[src/rtl/key_debounce_array.sv]
// rtl/key_debounce_array.sv - multi-channel active-low key debouncer with press/release/long-press pulses
// One free-running 1 ms prescaler is shared by every channel; each channel has its own synchroniser and FSM.
module key_debounce_array #(
  parameter int CLK_HZ      = 50_000_000,
  parameter int N_KEYS      = 4,
  parameter int DEBOUNCE_MS = 10,
  parameter int LONG_MS     = 1000
) (
  input  logic              CLK,
  input  logic              RSTn,
  input  logic [N_KEYS-1:0] Key_In,
  output logic [N_KEYS-1:0] Press_Pulse,
  output logic [N_KEYS-1:0] Release_Pulse,
  output logic [N_KEYS-1:0] Long_Pulse,
  output logic [N_KEYS-1:0] Key_State
);

  localparam int TICK_DIV = CLK_HZ / 1000;
  localparam int TW       = $clog2(TICK_DIV);
  localparam int DW       = (DEBOUNCE_MS > 1) ? $clog2(DEBOUNCE_MS) : 1;
  localparam int HW       = (LONG_MS > 1) ? $clog2(LONG_MS) : 1;
  localparam logic [TW-1:0] TICK_LAST = TW'(TICK_DIV - 1);
  localparam logic [DW-1:0] DCNT_LAST = DW'(DEBOUNCE_MS - 1);
  localparam logic [HW-1:0] HCNT_LAST = HW'(LONG_MS - 1);

  typedef enum logic [1:0] {
    ST_IDLE,
    ST_PRESS_WAIT,
    ST_PRESSED,
    ST_RELEASE_WAIT
  } state_t;

  logic [TW-1:0] r_tick_cnt;
  logic          w_tick;

  assign w_tick = (r_tick_cnt == TICK_LAST);

  always_ff @(posedge CLK or negedge RSTn) begin
    if (!RSTn) begin
      r_tick_cnt <= '0;
    end else if (w_tick) begin
      r_tick_cnt <= '0;
    end else begin
      r_tick_cnt <= r_tick_cnt + 1'b1;
    end
  end

  for (genvar g = 0; g < N_KEYS; g++) begin : g_ch
    logic          r_sync1, r_sync2;
    state_t        r_state, w_state_nxt;
    logic [DW-1:0] r_dcnt, w_dcnt_nxt;
    logic [HW-1:0] r_hcnt, w_hcnt_nxt;
    logic          r_long_done, w_long_done_nxt;
    logic          r_press, r_release, r_long, r_key_state;
    logic          w_press, w_release, w_long;

    always_ff @(posedge CLK or negedge RSTn) begin
      if (!RSTn) begin
        r_sync1     <= 1'b1;
        r_sync2     <= 1'b1;
        r_state     <= ST_IDLE;
        r_dcnt      <= '0;
        r_hcnt      <= '0;
        r_long_done <= 1'b0;
        r_press     <= 1'b0;
        r_release   <= 1'b0;
        r_long      <= 1'b0;
        r_key_state <= 1'b0;
      end else begin
        r_sync1     <= Key_In[g];
        r_sync2     <= r_sync1;
        r_state     <= w_state_nxt;
        r_dcnt      <= w_dcnt_nxt;
        r_hcnt      <= w_hcnt_nxt;
        r_long_done <= w_long_done_nxt;
        r_press     <= w_press;
        r_release   <= w_release;
        r_long      <= w_long;
        r_key_state <= w_press | (r_key_state & ~w_release);
      end
    end

    // A level change on the synchronised pin always wins over a tick in the same cycle.
    always_comb begin
      w_state_nxt     = r_state;
      w_dcnt_nxt      = r_dcnt;
      w_hcnt_nxt      = r_hcnt;
      w_long_done_nxt = r_long_done;
      w_press         = 1'b0;
      w_release       = 1'b0;
      w_long          = 1'b0;
      case (r_state)
        ST_IDLE: begin
          if (!r_sync2) begin
            w_state_nxt = ST_PRESS_WAIT;
            w_dcnt_nxt  = '0;
          end
        end
        ST_PRESS_WAIT: begin
          if (r_sync2) begin
            w_state_nxt = ST_IDLE;
          end else if (w_tick) begin
            if (r_dcnt == DCNT_LAST) begin
              w_state_nxt     = ST_PRESSED;
              w_press         = 1'b1;
              w_hcnt_nxt      = '0;
              w_long_done_nxt = 1'b0;
            end else begin
              w_dcnt_nxt = r_dcnt + 1'b1;
            end
          end
        end
        ST_PRESSED: begin
          if (r_sync2) begin
            w_state_nxt = ST_RELEASE_WAIT;
            w_dcnt_nxt  = '0;
          end else if (w_tick && !r_long_done) begin
            if (r_hcnt == HCNT_LAST) begin
              w_long          = 1'b1;
              w_long_done_nxt = 1'b1;
            end else begin
              w_hcnt_nxt = r_hcnt + 1'b1;
            end
          end
        end
        ST_RELEASE_WAIT: begin
          if (!r_sync2) begin
            w_state_nxt = ST_PRESSED;
          end else if (w_tick) begin
            if (r_dcnt == DCNT_LAST) begin
              w_state_nxt = ST_IDLE;
              w_release   = 1'b1;
            end else begin
              w_dcnt_nxt = r_dcnt + 1'b1;
            end
          end
        end
        default: w_state_nxt = ST_IDLE;
      endcase
    end

    assign Press_Pulse[g]   = r_press;
    assign Release_Pulse[g] = r_release;
    assign Long_Pulse[g]    = r_long;
    assign Key_State[g]     = r_key_state;
  end

endmodule

[config.mk]
export PLATFORM = sky130hd
export DESIGN_NAME = key_debounce_array
export DESIGN_NICKNAME = d
export VERILOG_FILES = /design/src/rtl/key_debounce_array.sv
export SDC_FILE = /design/constraint.sdc
export NUM_CORES = 1
export LEC_CHECK = 0
export ABC_AREA = 1
export CAP_MARGIN = 20
export CELL_PAD_IN_SITES_DETAIL_PLACEMENT = 2
export CELL_PAD_IN_SITES_GLOBAL_PLACEMENT = 2
export CORE_ASPECT_RATIO = 1.4
export CORE_MARGIN = 1
export CORE_UTILIZATION = 40
export CTS_CLUSTER_DIAMETER = 120
export DETAILED_ROUTE_END_ITERATION = 16
export PLACE_DENSITY = 0.95
export SYNTH_ARGS = -nofsm -noshare
export SYNTH_HDL_FRONTEND = slang
export SYNTH_SLANG_ARGS = --single-unit
[constraint.sdc]
create_clock -name CLK -period 3.35 [get_ports CLK]
set_input_delay 0.67 -clock CLK [delete_from_list [all_inputs] [get_ports CLK]]
set_output_delay 0.67 -clock CLK [all_outputs]
set_load 0.05 [all_outputs]
Word level (Yosys, flattened, before mapping)
Index checks and enable logic that the tools add are counted.
Operators by class
  $add $sub $neg: 9
  eq/ne operators: 77
  multiplexer cells: 161
  bitwise operators: 12
  reductions and logical operators: 32
Operators by type and width (number)
  $mux 10: 24
  $mux 4: 24
  $ne 2x2->1 const B: 40
  $pmux 10 s2: 4
  $mux 1: 64
  $mux 2: 32
  $pmux 4 s4: 4
  $reduce_and 7->1: 8
  $ne 3x3->1 const B: 16
  $add 10x1->10 const B: 4
  $eq 10x10->1 const B: 4
  $pmux 2 s4: 4
  $reduce_and 6->1: 4
  $add 16x1->16 const B: 1
  $add 4x1->4 const B: 4
  $eq 16x16->1 const B: 1
  $eq 2x2->1 const B: 8
  $eq 4x4->1 const B: 4
  $mux 16: 1
  $reduce_and 4->1: 4
  $eq 2x1->1 const B: 4
  $logic_not 2->1: 4
  $pmux 1 s2: 4
  $reduce_bool 2->1: 4
  other kinds (5): 20
Word-level totals
  register bits after elaboration: 108
  input port bits: 6
  output and inout port bits: 16
  logic and storage cells: 332

Logic depth before layout (Yosys ltp)
  depth in word-level cells: 8
  mapped depth: 12
  gate-level depth less buffers: 11

Least setup slack after synthesis
No wires, ideal clock.
  kind: reg-to-reg
  start: register r_tick_cnt[0]
  end: register g_ch[2].r_hcnt[7]
  library setup time: 0.119 ns
  arrival time: 1.536 ns
  required time: 3.231 ns
  setup slack: 1.696 ns
  stages on the path, launching flop included: 12
  buffers on the path: 1
  period minus slack after synthesis: 1.654 ns
  cells stage by stage: dfrtp_1 ha_1 nand3_1 nor2_4 nand2_4 buf_8 nand2_2 nand2_2 nor2_4 nand2_4 nand2_1 nand2_1
On the way
  cells in the longest elaborated chain, start to end: 4
  elaborated cells on any way between the ends: 5
  those cells by class: eq/ne (3); reduce/logical (2)
RTL lines
  start: declaration: line 33  | logic [TW-1:0] r_tick_cnt;
  start signal: assignment: line 44  | r_tick_cnt <= r_tick_cnt + 1'b1;
  $eq 16x16->1 *: line 36  | assign w_tick = (r_tick_cnt == TICK_LAST);
  $logic_and 1x1->1: line 117  | end else if (w_tick && !r_long_done) begin
  $ne 2x2->1 (no source line)
  $reduce_and 7->1 (no source line) *
  end signal: assignment: line 74  | r_hcnt <= w_hcnt_nxt;
  end: declaration: line 52  | logic [HW-1:0] r_hcnt, w_hcnt_nxt;
Mark *: on every way between the ends. The rest lies on a longest branch, timed or not.
A chain may end at the register's enable or synchronous reset.

Worst setup path in the final report
  start: register r_tick_cnt[0]
  end: register g_ch[1].r_hcnt[7]
On the way
  cells in the longest elaborated chain, start to end: 4
  elaborated cells on any way between the ends: 5
  those cells by class: eq/ne (3); reduce/logical (2)
RTL lines (line)
  $eq 16x16->1 *: 36
  $logic_and 1x1->1: 117
  $ne 2x2->1 (no source line)
  $reduce_and 7->1 (no source line) *
  end signal: assignment: 74
  end: declaration: 52
Marked as above.

==> results by group <==
Run status
  • Outcome: finished clean

Floorplanning
  • Initial core utilization: 0.412
  • Die height: roughly 150 µm
  • Die footprint: about 0.016 mm²
  • I/O pin count: 22
  • Row cnt: 53
  • Core footprint: 0.0151 mm²
  • Die W: 107 µm

Clocking
  • CTS H-tree lvls: 3
  • Clk buf depth: 2
  • Clock-pin slew on the worst setup and hold paths: around 0.08 ns
  • Clock sink count: 108
  • Hold buffers post-CTS: 0
  • CTS root buffer: clkbuf_16
  • CTS Buf Count: 9
  • CTS tree: yes
  • # resized after CTS: 0
  • Setup bufs post-CTS: 0
  • Clock Latency Late Sink: around 0.36 ns

Final layout
  • Share of cells above drive strength 1: 0.0872
  • Design Area, Final: 0.00683 mm²
  • Diode count: 0
  • Most frequent cells in the layout: 228 x nand2_1, 101 x nor2_1, 100 x dfrtp_1, 79 x inv_1, 58 x nand3_1
  • Fin nets: approximately 830
  • Post-route insts no fill: roughly 1.0k
  • Area growth syn-to-layout: 9.71%
  • Commonest non-fill, non-tap cell in the layout: nand2_1

Placed design
  • Post-DP HPWL: ~15000 µm
  • Cells after DPL: 989
  • Placed cell area: between 0.006 and 0.007 mm²
  • Port Buffers: 21
  • Gpl congestion: roughly 0.80

Detailed routing
  • Pre-antenna DRT Iters: 4
  • Via count: ~5.7k
  • Drt drc: 0
  • Ratio of routed vias to standard cells: 5.65
  • Routed WL per cell: between 20 and 25 µm
  • Post-detailed-route count of antenna-violating nets: 0
  • Drt initial violations: between 300 and 400
  • Post-Route WL: between 20000 and 25000 µm

Critical path
  • Worst path required time: ~3.6 ns
  • CP max FO: 15
  • Worst Path Class, Setup: reg -> reg
  • Arrival @ worst endpoint: about 2.9 ns
  • Reg2Reg Setup Slack: around 0.65 ns
  • Crit end category: flop
  • Startpoint type of the worst setup path: flop

STA
  • Measured slew at the worst slew-check pin: between 0.9 and 1 ns
  • Fmax: 371 MHz
  • Slew Limit Fails: 0
  • Final Hold Fails: 0
  • RSZ-0062 raised after global routing: no
  • Clock skew: roughly 0.0075 ns
  • Tmin final: 2.70 ns
  • Setup TNS: 0 ns
  • # setup viols final: 0
  • Slew HR: 0.346
  • Final worst-path cycle share: 0.805

Global routing
  • M1 GR Usage: 0.324
  • Initial antenna violation count: 0
  • Vias in the first global route: 6652
  • Grt met3 use: 0.0392
  • First-pass GRT wire length: ~37000 µm
  • Grt peak-use layer: met2
  • Total GRT Usage: 0.300
  • GRT overflow: 0
  • Grt met2 use: 0.568
  • Largest net degree at the start of global routing: 85

Synthesis
  • Syn avg cell area: slightly below 8 µm²
  • Post-synth ARST share: 1.00
  • Synth unique cells: 42
  • YS warnings: 0
  • Ys flop type: dfrtp_1
  • Syn Nets: around 830
  • Number of synthesized register bits: roughly 110
  • Syn Inst Count: ~810
  • Post-synth EDFFs: 0
  • Post-Synthesis Cell Area: between 0.006 and 0.007 mm²
  • Sequential fraction of the synthesis area: 0.436

Power
  • LEAKAGE: approximately 0.0033 µW
  • Total power: approximately 3200 µW
  • Pwr per Cell Area: ~470 mW/mm²
  • Peak VDD IR: around 0.26 mV

Run
  • Max cap viols: 0

Min path
  • Worst hold path class: in -> async
## sequential cells by signal, summed over array words and instances, names as in the netlist, named ones only
register and cells:
g_ch.r_sync1 4, g_ch.r_press 4, g_ch.r_sync2 4, g_ch.r_long_done 4, g_ch.r_key_state 4, r_tick_cnt 16, g_ch.r_state 4, g_ch.r_hcnt 40
g_ch.r_dcnt 16, g_ch.r_long 4, g_ch.r_release 4
## Yosys cell counts (7+ instances only)
library cell | count | area (µm²)
a21oi_1 | 13 | 65.1
nor3_1 | 15 | 75.1
dfrtp_1 | 100 | 2500
buf_4 | 18 | 135
dfstp_2 | 8 | 210
ha_1 | 13 | 163
nor2_1 | 101 | 379
inv_1 | 79 | 297
nand4_1 | 47 | 294
o21ai_0 | 14 | 70.1
xor2_1 | 19 | 166
nand3_1 | 58 | 290
nand2_1 | 228 | 856
buf_2 | 7 | 35.0
## through the flow
stage               utilization  hold slack, ns  setup WS [ns]
floorplan                     -           0.345           1.70
global placement          0.428           0.346           1.10
detailed placement        0.428           0.347          0.821
CTS                       0.450           0.359          0.625
global route              0.452           0.184          0.471
finish                    0.452           0.175          0.654
## critical path: stages (launching register included)
cell and delay, ns:
dfrtp_1 0.40, ha_1 0.21, nand3_1 0.19, nor2_4 0.27, nand2_4 0.24, nand2_1 0.19
nand2_1 0.11, nand2_1 0.38, nand2_1 0.34, nand2_1 0.16, nand2_1 0.07
## metal layers
layer  vias up  share of wire
met1      2928           0.38
met3        65          0.026
met5         -              0
met4         0          0.039
met2       111           0.55
li1       2581              -
## cells by family after synthesis
kind of cell,Yosys count,share of synthesized area
AND/OR/NAND/NOR,489,0.361
buffers and inverters,122,0.0901
flip-flops,108,0.436
AO/OA/AOI/OAI,52,0.0557
XOR/XNOR,21,0.0296
adder cells (fa/ha/maj),13,0.0261
multiplexers,1,0.00161
## worst paths after layout
check | startpoint | endpoint | depth (start not counted)
worst max register to register | r_tick_cnt[0] | g_ch[1].r_hcnt[7] | 10
worst min-delay path | RSTn | g_ch[0].r_key_state | 1
worst min register to register | g_ch[3].r_sync1 | g_ch[3].r_sync2 | 0
max in group asynchronous | RSTn | g_ch[3].r_state[0] | 3
min in group CLK | g_ch[3].r_sync1 | g_ch[3].r_sync2 | 0
worst max-delay path | r_tick_cnt[0] | g_ch[1].r_hcnt[7] | 10
## where the power goes
part | switching, µW | leakage [µW] | internal [µW]
logic | 424 | 0.00173 | 124
registers | 67.2 | 0.00145 | 1340
clock network | 522 | 0.000160 | 700
## final cells by class
class / instances / area (µm²)
Inverter: 88 / 330
Timing Repair Buffer: 26 / 265
Sequential cell: 108 / 2710
Fill cell: 1721 / 8290
Multi-Input combinational cell: 576 / 2950
Tap cell: 192 / 240
Clock buffer: 13 / 260
Clock inverter: 3 / 68.8
Power figures use the tool's default switching activity.
